==> src/rtl/multi_phase_signal_ctrl.sv <==
// -----------------------------------------------------------------------------
// multi_phase_signal_ctrl
//
// Traffic signal controller that serves NUM_PHASES approaches one at a time.
// Each served phase runs GREEN_BASE, an optional single GREEN_EXT when its
// sensor is still active at base expiry, then YELLOW. An optional WALK
// interval (all red) follows the yellow when a pedestrian request is
// pending. The next phase is chosen from per-phase demand latches. Timing
// parameters are run-time programmable through a strobe/select/value port.
//
// Ports
//   globalClk     in   1           clock, all state changes on the rising edge
//   resetIn       in   1           asynchronous active-high reset
//   sensorIn      in   NUM_PHASES  per-phase vehicle demand (asynchronous level)
//   walkRqstIn    in   1           pedestrian request (asynchronous level)
//   reprogramIn   in   1           parameter write strobe (asynchronous level)
//   timeValIn     in   TIME_W      value written on a reprogram rising edge
//   timeParamSel  in   2           0 base green, 1 extended green, 2 yellow, 3 walk
//   greenOut      out  NUM_PHASES  per-phase green lamps (registered)
//   yellowOut     out  NUM_PHASES  per-phase yellow lamps (registered)
//   redOut        out  NUM_PHASES  per-phase red lamps (registered)
//   walkOut       out  1           pedestrian walk lamp (registered)
//   phaseOut      out  PH_W        index of the active phase (registered)
//   state_dbg     out  2           current FSM state, for observation only
//
// Handshake: there is no valid/ready traffic on this block. The three
// asynchronous inputs are level signals sampled through 2-flop
// synchronizers; a reprogram acts on the rising edge of its synchronized
// copy, with timeValIn/timeParamSel expected to be stable around that edge.
// -----------------------------------------------------------------------------
module multi_phase_signal_ctrl #(
  parameter int NUM_PHASES = 3,
  parameter int TIME_W     = 4,
  parameter int TICK_DIV   = 4,
  localparam int PH_W      = (NUM_PHASES > 1) ? $clog2(NUM_PHASES) : 1,
  localparam int CNT_W     = (TICK_DIV > 1) ? $clog2(TICK_DIV) : 1
) (
  input  logic                  globalClk,
  input  logic                  resetIn,
  input  logic [NUM_PHASES-1:0] sensorIn,
  input  logic                  walkRqstIn,
  input  logic                  reprogramIn,
  input  logic [TIME_W-1:0]     timeValIn,
  input  logic [1:0]            timeParamSel,
  output logic [NUM_PHASES-1:0] greenOut,
  output logic [NUM_PHASES-1:0] yellowOut,
  output logic [NUM_PHASES-1:0] redOut,
  output logic                  walkOut,
  output logic [PH_W-1:0]       phaseOut,
  output logic [1:0]            state_dbg
);

  localparam logic [1:0] ST_GREEN_BASE = 2'd0;
  localparam logic [1:0] ST_GREEN_EXT  = 2'd1;
  localparam logic [1:0] ST_YELLOW     = 2'd2;
  localparam logic [1:0] ST_WALK       = 2'd3;

  localparam logic [TIME_W-1:0] RST_BASE  = TIME_W'(6);
  localparam logic [TIME_W-1:0] RST_EXT   = TIME_W'(3);
  localparam logic [TIME_W-1:0] RST_YEL   = TIME_W'(2);
  localparam logic [TIME_W-1:0] RST_WALK  = TIME_W'(3);

  // ---------------------------------------------------------------------------
  // Synchronizers
  // ---------------------------------------------------------------------------
  logic [NUM_PHASES-1:0] sens_s1, sens_s2;
  logic                  walk_s1, walk_s2;
  logic                  rp_s1, rp_s2, rp_s3;
  logic                  rp_edge;

  always_ff @(posedge globalClk or posedge resetIn) begin
    if (resetIn) begin
      sens_s1 <= '0;
      sens_s2 <= '0;
      walk_s1 <= 1'b0;
      walk_s2 <= 1'b0;
      rp_s1   <= 1'b0;
      rp_s2   <= 1'b0;
      rp_s3   <= 1'b0;
    end else begin
      sens_s1 <= sensorIn;
      sens_s2 <= sens_s1;
      walk_s1 <= walkRqstIn;
      walk_s2 <= walk_s1;
      rp_s1   <= reprogramIn;
      rp_s2   <= rp_s1;
      rp_s3   <= rp_s2;
    end
  end

  // rp_s3 is only the previous value of the synchronized strobe, used to
  // find its rising edge.
  assign rp_edge = rp_s2 & ~rp_s3;

  // ---------------------------------------------------------------------------
  // State registers
  // ---------------------------------------------------------------------------
  logic [TIME_W-1:0]     base_r, ext_r, yel_r, walk_time_r;
  logic [TIME_W-1:0]     base_d, ext_d, yel_d, walk_time_d;
  logic [1:0]            state_q, state_d;
  logic [PH_W-1:0]       phase_q, phase_d;
  logic [CNT_W-1:0]      tick_q, tick_d;
  logic [TIME_W-1:0]     remain_q, remain_d;
  logic [NUM_PHASES-1:0] demand_q, demand_d;
  logic                  walk_latch_q, walk_latch_d;

  logic                  enter;
  logic [TIME_W-1:0]     load_val;
  logic [NUM_PHASES-1:0] clear_mask;
  logic                  tick_last;
  logic                  expire;
  logic [PH_W-1:0]       next_phase;

  logic [NUM_PHASES-1:0] green_d, yellow_d, red_d;
  logic                  walk_lamp_d;

  // A stored zero still gives the state one full tick.
  function automatic logic [TIME_W-1:0] eff_ticks(input logic [TIME_W-1:0] v);
    return (v == '0) ? TIME_W'(1) : v;
  endfunction

  // Search upward from the current phase with wrap-around. The current phase
  // itself is the last candidate; with no demand anywhere the answer is 0.
  function automatic logic [PH_W-1:0] pick_next(
    input logic [PH_W-1:0]       cur,
    input logic [NUM_PHASES-1:0] dem
  );
    logic [PH_W-1:0] nxt;
    logic            found;
    int              idx;
    nxt   = '0;
    found = 1'b0;
    for (int k = 1; k <= NUM_PHASES; k++) begin
      idx = (int'(cur) + k) % NUM_PHASES;
      if (!found && dem[idx]) begin
        nxt   = PH_W'(idx);
        found = 1'b1;
      end
    end
    return nxt;
  endfunction

  assign tick_last  = (tick_q == CNT_W'(TICK_DIV - 1));
  // remain_q counts whole ticks left including the current one, so the last
  // cycle of the last tick is the expiry cycle.
  assign expire     = tick_last && (remain_q == TIME_W'(1));
  assign next_phase = pick_next(phase_q, demand_q);

  // Parameter write. Loads below use the post-write values so a write that
  // coincides with a state entry is already visible to that entry.
  always_comb begin
    base_d      = base_r;
    ext_d       = ext_r;
    yel_d       = yel_r;
    walk_time_d = walk_time_r;
    if (rp_edge) begin
      case (timeParamSel)
        2'd0:    base_d      = timeValIn;
        2'd1:    ext_d       = timeValIn;
        2'd2:    yel_d       = timeValIn;
        default: walk_time_d = timeValIn;
      endcase
    end
  end

  // Next-state logic. A reprogram edge outranks any expiry in the same cycle.
  always_comb begin
    state_d    = state_q;
    phase_d    = phase_q;
    enter      = 1'b0;
    load_val   = remain_q;
    clear_mask = '0;
    if (rp_edge) begin
      // Restart on phase 0 without touching the demand latches.
      state_d  = ST_GREEN_BASE;
      phase_d  = '0;
      enter    = 1'b1;
      load_val = eff_ticks(base_d);
    end else if (expire) begin
      enter = 1'b1;
      case (state_q)
        ST_GREEN_BASE: begin
          if (sens_s2[phase_q]) begin
            state_d  = ST_GREEN_EXT;
            load_val = eff_ticks(ext_d);
          end else begin
            state_d  = ST_YELLOW;
            load_val = eff_ticks(yel_d);
          end
        end
        ST_GREEN_EXT: begin
          // Extension never repeats: an extended green always goes to yellow.
          state_d  = ST_YELLOW;
          load_val = eff_ticks(yel_d);
        end
        ST_YELLOW: begin
          if (walk_latch_q) begin
            state_d  = ST_WALK;
            load_val = eff_ticks(walk_time_d);
          end else begin
            state_d             = ST_GREEN_BASE;
            phase_d             = next_phase;
            load_val            = eff_ticks(base_d);
            clear_mask[next_phase] = 1'b1;
          end
        end
        default: begin
          // WALK keeps phaseOut at the phase just served until it ends.
          state_d             = ST_GREEN_BASE;
          phase_d             = next_phase;
          load_val            = eff_ticks(base_d);
          clear_mask[next_phase] = 1'b1;
        end
      endcase
    end
  end

  // Tick timer: cleared on every entry so a state of N ticks lasts exactly
  // N*TICK_DIV cycles.
  always_comb begin
    tick_d   = tick_q;
    remain_d = remain_q;
    if (enter) begin
      tick_d   = '0;
      remain_d = load_val;
    end else if (tick_last) begin
      tick_d   = '0;
      remain_d = remain_q - TIME_W'(1);
    end else begin
      tick_d   = tick_q + CNT_W'(1);
    end
  end

  // Latches: setting has priority over clearing in the same cycle.
  always_comb begin
    demand_d     = (demand_q & ~clear_mask) | sens_s2;
    walk_latch_d = (walk_latch_q & ~(enter && (state_d == ST_WALK))) | walk_s2;
  end

  // Lamp decode from the next state so the lamp registers line up with the
  // state registers.
  always_comb begin
    green_d     = '0;
    yellow_d    = '0;
    red_d       = '1;
    walk_lamp_d = 1'b0;
    case (state_d)
      ST_GREEN_BASE, ST_GREEN_EXT: begin
        green_d[phase_d] = 1'b1;
        red_d[phase_d]   = 1'b0;
      end
      ST_YELLOW: begin
        yellow_d[phase_d] = 1'b1;
        red_d[phase_d]    = 1'b0;
      end
      default: walk_lamp_d = 1'b1;
    endcase
  end

  always_ff @(posedge globalClk or posedge resetIn) begin
    if (resetIn) begin
      base_r       <= RST_BASE;
      ext_r        <= RST_EXT;
      yel_r        <= RST_YEL;
      walk_time_r  <= RST_WALK;
      state_q      <= ST_GREEN_BASE;
      phase_q      <= '0;
      tick_q       <= '0;
      remain_q     <= RST_BASE;
      demand_q     <= '0;
      walk_latch_q <= 1'b0;
      greenOut     <= NUM_PHASES'(1);
      yellowOut    <= '0;
      redOut       <= ~NUM_PHASES'(1);
      walkOut      <= 1'b0;
      phaseOut     <= '0;
    end else begin
      base_r       <= base_d;
      ext_r        <= ext_d;
      yel_r        <= yel_d;
      walk_time_r  <= walk_time_d;
      state_q      <= state_d;
      phase_q      <= phase_d;
      tick_q       <= tick_d;
      remain_q     <= remain_d;
      demand_q     <= demand_d;
      walk_latch_q <= walk_latch_d;
      greenOut     <= green_d;
      yellowOut    <= yellow_d;
      redOut       <= red_d;
      walkOut      <= walk_lamp_d;
      phaseOut     <= phase_d;
    end
  end

  assign state_dbg = state_q;

endmodule
==> config.mk <==
export PLATFORM = sky130hd
export DESIGN_NAME = multi_phase_signal_ctrl
export DESIGN_NICKNAME = d
export VERILOG_FILES = /design/src/rtl/multi_phase_signal_ctrl.sv
export SDC_FILE = /design/constraint.sdc
export NUM_CORES = 1
export LEC_CHECK = 0
export CAP_MARGIN = 20
export CORE_ASPECT_RATIO = 0.9
export CORE_UTILIZATION = 30
export DETAILED_ROUTE_END_ITERATION = 16
export PLACE_DENSITY = 0.45
export SLEW_MARGIN = 20
export SYNTH_ARGS = -nofsm -noshare
export SYNTH_HDL_FRONTEND = slang
export SYNTH_SLANG_ARGS = --single-unit
==> constraint.sdc <==
create_clock -name globalClk -period 2.1 [get_ports globalClk]
set_input_delay 0.42 -clock globalClk [delete_from_list [all_inputs] [get_ports globalClk]]
set_output_delay 0.42 -clock globalClk [all_outputs]
set_load 0.005 [all_outputs]
# Word-level counts from Yosys, hierarchy flattened
# Cells that the tools add are included.
# totals
ff_bits	51
# op_classes
magnitude_cmp	8
muxes	60
div_mod_pow	3
n_reduce_logical	21
n_eq_ne	10
add_sub_neg	5
bitwise	9
# ops
operator	n
< comparator 32 x 4 -> 1 bit (second input constant)	3
remainder unit 32 x 3 -> 32 bit (second input constant)	3
two-way mux 4 bit	18
two-way mux 2 bit	12
two-way mux 3 bit	6
logical NOT 4 bit	4
two-way mux 1 bit	14
one-hot mux 4 bit (3 select lines)	1
== test 2 bit (second input constant)	5
< comparator 2 x 3 -> 1 bit (second input constant)	3
binary-select mux 1 bit (select 2 bit)	4
adder 2 x 2 -> 3 bit (second input constant)	2
== test 2 x 1 -> 1 bit (second input constant)	3
logical AND 1 bit	6
logical NOT 2 bit	3
NOT 3 bit	2
one-hot mux 2 bit (3 select lines)	1
one-hot mux 3 bit (2 select lines)	1
OR reduction 3 bit	2
demux 1 bit (select 2 bit)	2
== test 4 x 1 -> 1 bit (second input constant)	1
>= comparator 2 x 1 -> 1 bit (second input constant)	2
one-hot mux 2 bit (2 select lines)	1
OR reduction 2 bit	2
other kinds (12)	15

# Longest topological paths before layout
# depth
ltp_word	23
mapped_depth	8

# Worst setup path after synthesis
# OpenSTA, ideal clock, no wires.
# synth_path
path_type	reg-to-reg
from	register phase_q[0]
to	register redOut[2]
path_stages_with_launch	8
required_ns	2.020
setup_ns	0.080
synth_period_minus_slack_ns	1.889
slack_ns	0.211
arrival_time_ns	1.809
cell_sequence	dfrtp_1 inv_1 ha_1 a22oi_1 a21oi_2 o41ai_2 mux2i_1 nand2b_1
# synth_via
elab_chain_cells	22
# synth_rtl
item	line_no	rtl
start, declared	101	logic [PH_W-1:0] phase_q, phase_d;
start signal, assigned	283	phase_q <= phase_d;
adder 2 x 1 -> 3 bit	134	idx = (int'(cur) + k) % NUM_PHASES;
remainder unit 32 x 3 -> 32 bit	134	
binary-select mux 1 bit (select 2 bit)	135	if (!found && dem[idx]) begin
two-way mux 1 bit (not written as such) (2 in a row)	135	
two-way mux 1 bit	135	
logical NOT 1 bit	135	
logical AND 1 bit	135	
two-way mux 1 bit	135	
[... 6 more ...]	n/a	
two-way mux 2 bit	173	if (rp_edge) begin
< comparator 2 x 3 -> 1 bit (not written as such) / >= comparator 2 x 1 -> 1 bit (equally long branches)	250, 254	
logical AND 1 bit (not written as such)	250, 254	
two-way mux 1 bit (not written as such)	250, 254	
demux 1 bit (select 2 bit)	250, 254	
NOT 3 bit (no line)	n/a	
two-way mux 3 bit *	n/a	
named net red_d[2]	114	logic [NUM_PHASES-1:0] green_d, yellow_d, red_d;
end signal, assigned	274	redOut <= ~NUM_PHASES'(1);
end signal, assigned	290	redOut <= red_d;
end, declared	47	output logic [NUM_PHASES-1:0] redOut,
# The timed path passes the listed nets; every way through them passes the cells marked *. The select of a mux whose other input is x is not followed.
# A chain may end at the register's enable or synchronous reset.

# Final worst setup path
# layout_path
from	register phase_q[0]
to	register redOut[1]
# The elaborated chain is that of the path after synthesis.

==> reports/summary.txt <==
Worst-Margin Slew = 0.408 ns
CORE AREA = 8150 µm²
commonest non-fill, non-tap cells in the layout = 37 x dfrtp_1, 26 x clkdlybuf4s50_1, 21 x buf_4, 16 x nand2_1, 13 x nor3_1
commonest non-fill, non-tap cell in the layout = dfrtp_1
Fmax achieved = 508 MHz
Synth top area share = 0.382
vias in the first global route = 1842
hold slack = 0.356 ns
endpoint class of the critical path = flop
I/O pins = 27
initial antenna violation count = 0
Tmin final = 1.97 ns
pwr dens = 800 nW/µm²
die area = 8890 µm²
routed vias/inst = 4.94
Hold Path Class = reg2reg
status = finished clean
Max Cap Viol = 0
Ant. Diodes = 0
Nets = 286
sequential-to-total area share from yosys stat = 0.506
row cnt = 31
clock transition at the registers of the reported paths = 0.09 ns
deepest clock path buffer count = 2
FF-to-FF path depth = 7
final worst-path cycle share = 0.937
Worst Path Required = 2.35 ns
post-layout util = 0.393
design area = 3200 µm²
Final Hold Fails = 0
final setup TNS = 0 ns
synthesized cell area = 2550 µm²
total number of yosys warnings = 0
Placed Instance Area = 3060 µm²
r2r endpoint = redOut[1]$_DFF_PP1_
ys async rst share = 1.00
number of library cell types mapped by synthesis = 58
fillers = 806
fin worst setup slack = 0.133 ns
leakage = 1.30 nW
Final Instance Count excl. Fillers = 366
H-tree depth = 2
hold path startpoint = sens_s1[1]$_DFF_PP0_
post-DR wirelength/cell = 15.1 µm
#FFs+latches synth = 51
Peak VDD IR = 407 µV
CP Launch Type = flop
CTS Sinks = 51
Slew Limit Fails = 0
Remaining Overflow, GRT = 0
Port Buf Inserts = 26
largest net degree at the start of global routing = 52
gpl congestion = 0.733
syn avg cell area = 11.7 µm²
clock latency on the worst-skew pair = 0.31 ns
Initial Util = 0.314
DIE WIDTH = 99.3 µm
Post-synth EDFFs = 0
top cells by area, synth = dfrtp_1 38%, dfstp_2 12%, mux2_2 5.3%
Clock Tree Root = clkbuf_8
Tot Pwr = 2.56 mW
routed vias = 1809
Routed WL = 5540 µm
dpl ws = -0.0118 ns
Num CTS Buffers = 5
Reg2Reg Setup Slack = 0.13 ns
unrepaired setup endpoints after global routing = no
total routing usage reported by global routing = 0.143
Placed Cells = 357
Area growth syn-to-layout = 25.4%
share of cells above drive strength 1 = 0.292
crit path launch = phase_q[0]$_DFF_PP0_
drt pass-1 iters = 4
Die Y = 89.5 µm
cell taking the most area after synthesis = dfrtp_1
Hold Path End = sens_s2[1]$_DFF_PP0_
DP HPWL = 4160 µm
crit path max fanout = 6
Fin Clk Skew = 0.00579 ns
Worst Path Arrival = 2.22 ns
First DRT Iteration DRCs = 63
Routed Antenna Nets = 0
worst hold path depth = 0
Mapped Cells = 218
first-pass GRT wire length = 9600 µm
top_reg_cell synth = dfrtp_1
Final Setup Violations = 0
Syn Nets = 238
hold_buf cts = 0
worst r2r src = phase_q[0]$_DFF_PP0_
CTS tree = done
relative slew slack = 0.728
DRC viols = 0
Setup CP Type = reg2reg
[cell families (layout without fill, tap and decap cells)]
| family | after synthesis | after routing | synth area share |
|---|---|---|---|
| and+or+nand+nor | 72 | 72 | 0.172 |
| DFF | 51 | 51 | 0.506 |
| xor gates and xnor gates | 2 | 2 | 0.00686 |
| buffers and inverters | 16 | 65 | 0.0314 |
| adders and majority gates | 7 | 7 | 0.0343 |
| muxes | 19 | 19 | 0.0882 |
| AOI/OAI and AO/OA | 51 | 51 | 0.161 |
[worst max-delay path by stage]
stage / to / slack, ns / cells past startpoint
6_report: redOut[1]$_DFF_PP1_ / 0.13 / 7
5_1_grt: redOut[1]$_DFF_PP1_ / 0.003 / 8
4_1_cts: redOut[2]$_DFF_PP1_ / 0.006 / 7
3_5_place_dp: remain_q[1]$_DFFE_PP1P_ / -0.01 / 6
3_3_place_gp: remain_q[1]$_DFFE_PP1P_ / -0.009 / 6
2_1_floorplan: redOut[2]$_DFF_PP1_ / 0.21 / 7
[synth_stat cells (4+ instances only)]
library cell,count
mux2_2,12
nor2b_1,5
mux2_4,4
dfstp_2,12
inv_1,9
a21o_1,4
dfrtp_1,39
nand2_1,16
nand3_1,4
a21oi_1,10
buf_2,4
ha_1,7
o211ai_1,4
nor3_1,13
nor2_1,12
o21ai_0,5
nand2b_1,6
[worst max-delay path: stages (launching register included)]
cell	delay, ns
dfrtp_2	0.46
ha_1	0.28
a22oi_1	0.24
a21oi_2	0.13
nor4b_2	0.32
o211ai_1	0.14
buf_4	0.16
a21bo_2	0.18
[sequential cells by signal, summed over array words and instances (netlist names)]
name          flops
base_r            4
ext_r             4
remain_q          4
walk_time_r       4
yel_r             4
demand_q          3
greenOut          3
redOut            3
sens_s1           3
sens_s2           3
yellowOut         3
phase_q           2
state_dbg         2
tick_q            2
rp_s1             1
rp_s2             1
rp_s3             1
walkOut           1
walk_latch_q      1
walk_s1           1
walk_s2           1
[power breakdown]
group | leakage [nW] | internal [mW] | switching [mW]
Clock | 0.0514 | 0.356 | 0.334
Sequential | 0.596 | 1.17 | 0.110
Combinational | 0.649 | 0.322 | 0.275
[repair_timing]
| item | in CTS | in global routing |
|---|---|---|
| endpoints found under the setup margin | 0 | 13 |
| gates resized for setup | 0 | 6 |
| buffers inserted | 0 | 1 |
[final cells by class]
type,instances,area [µm²],area share
sequential,51,1290,0.404
clock inverter,2,37.5,0.0117
inverter,9,33.8,0.0105
multi-input combinational,151,1200,0.376
clock buffer,6,72.6,0.0227
timing repair buffer,48,438,0.137
tap,99,124,0.0387
[per-layer routing]
| metal | part of all wire | vias to the layer above | track usage |
|---|---|---|---|
| met5 | 0 | - | 0 |
| met4 | 0.0094 | 0 | 0.0401 |
| met3 | 0.032 | 4 | 0.0360 |
| met2 | 0.44 | 25 | 0.221 |
| met1 | 0.52 | 884 | 0.200 |
| li1 | - | 896 | - |
No activity file was read; power rests on OpenSTA's default activity.
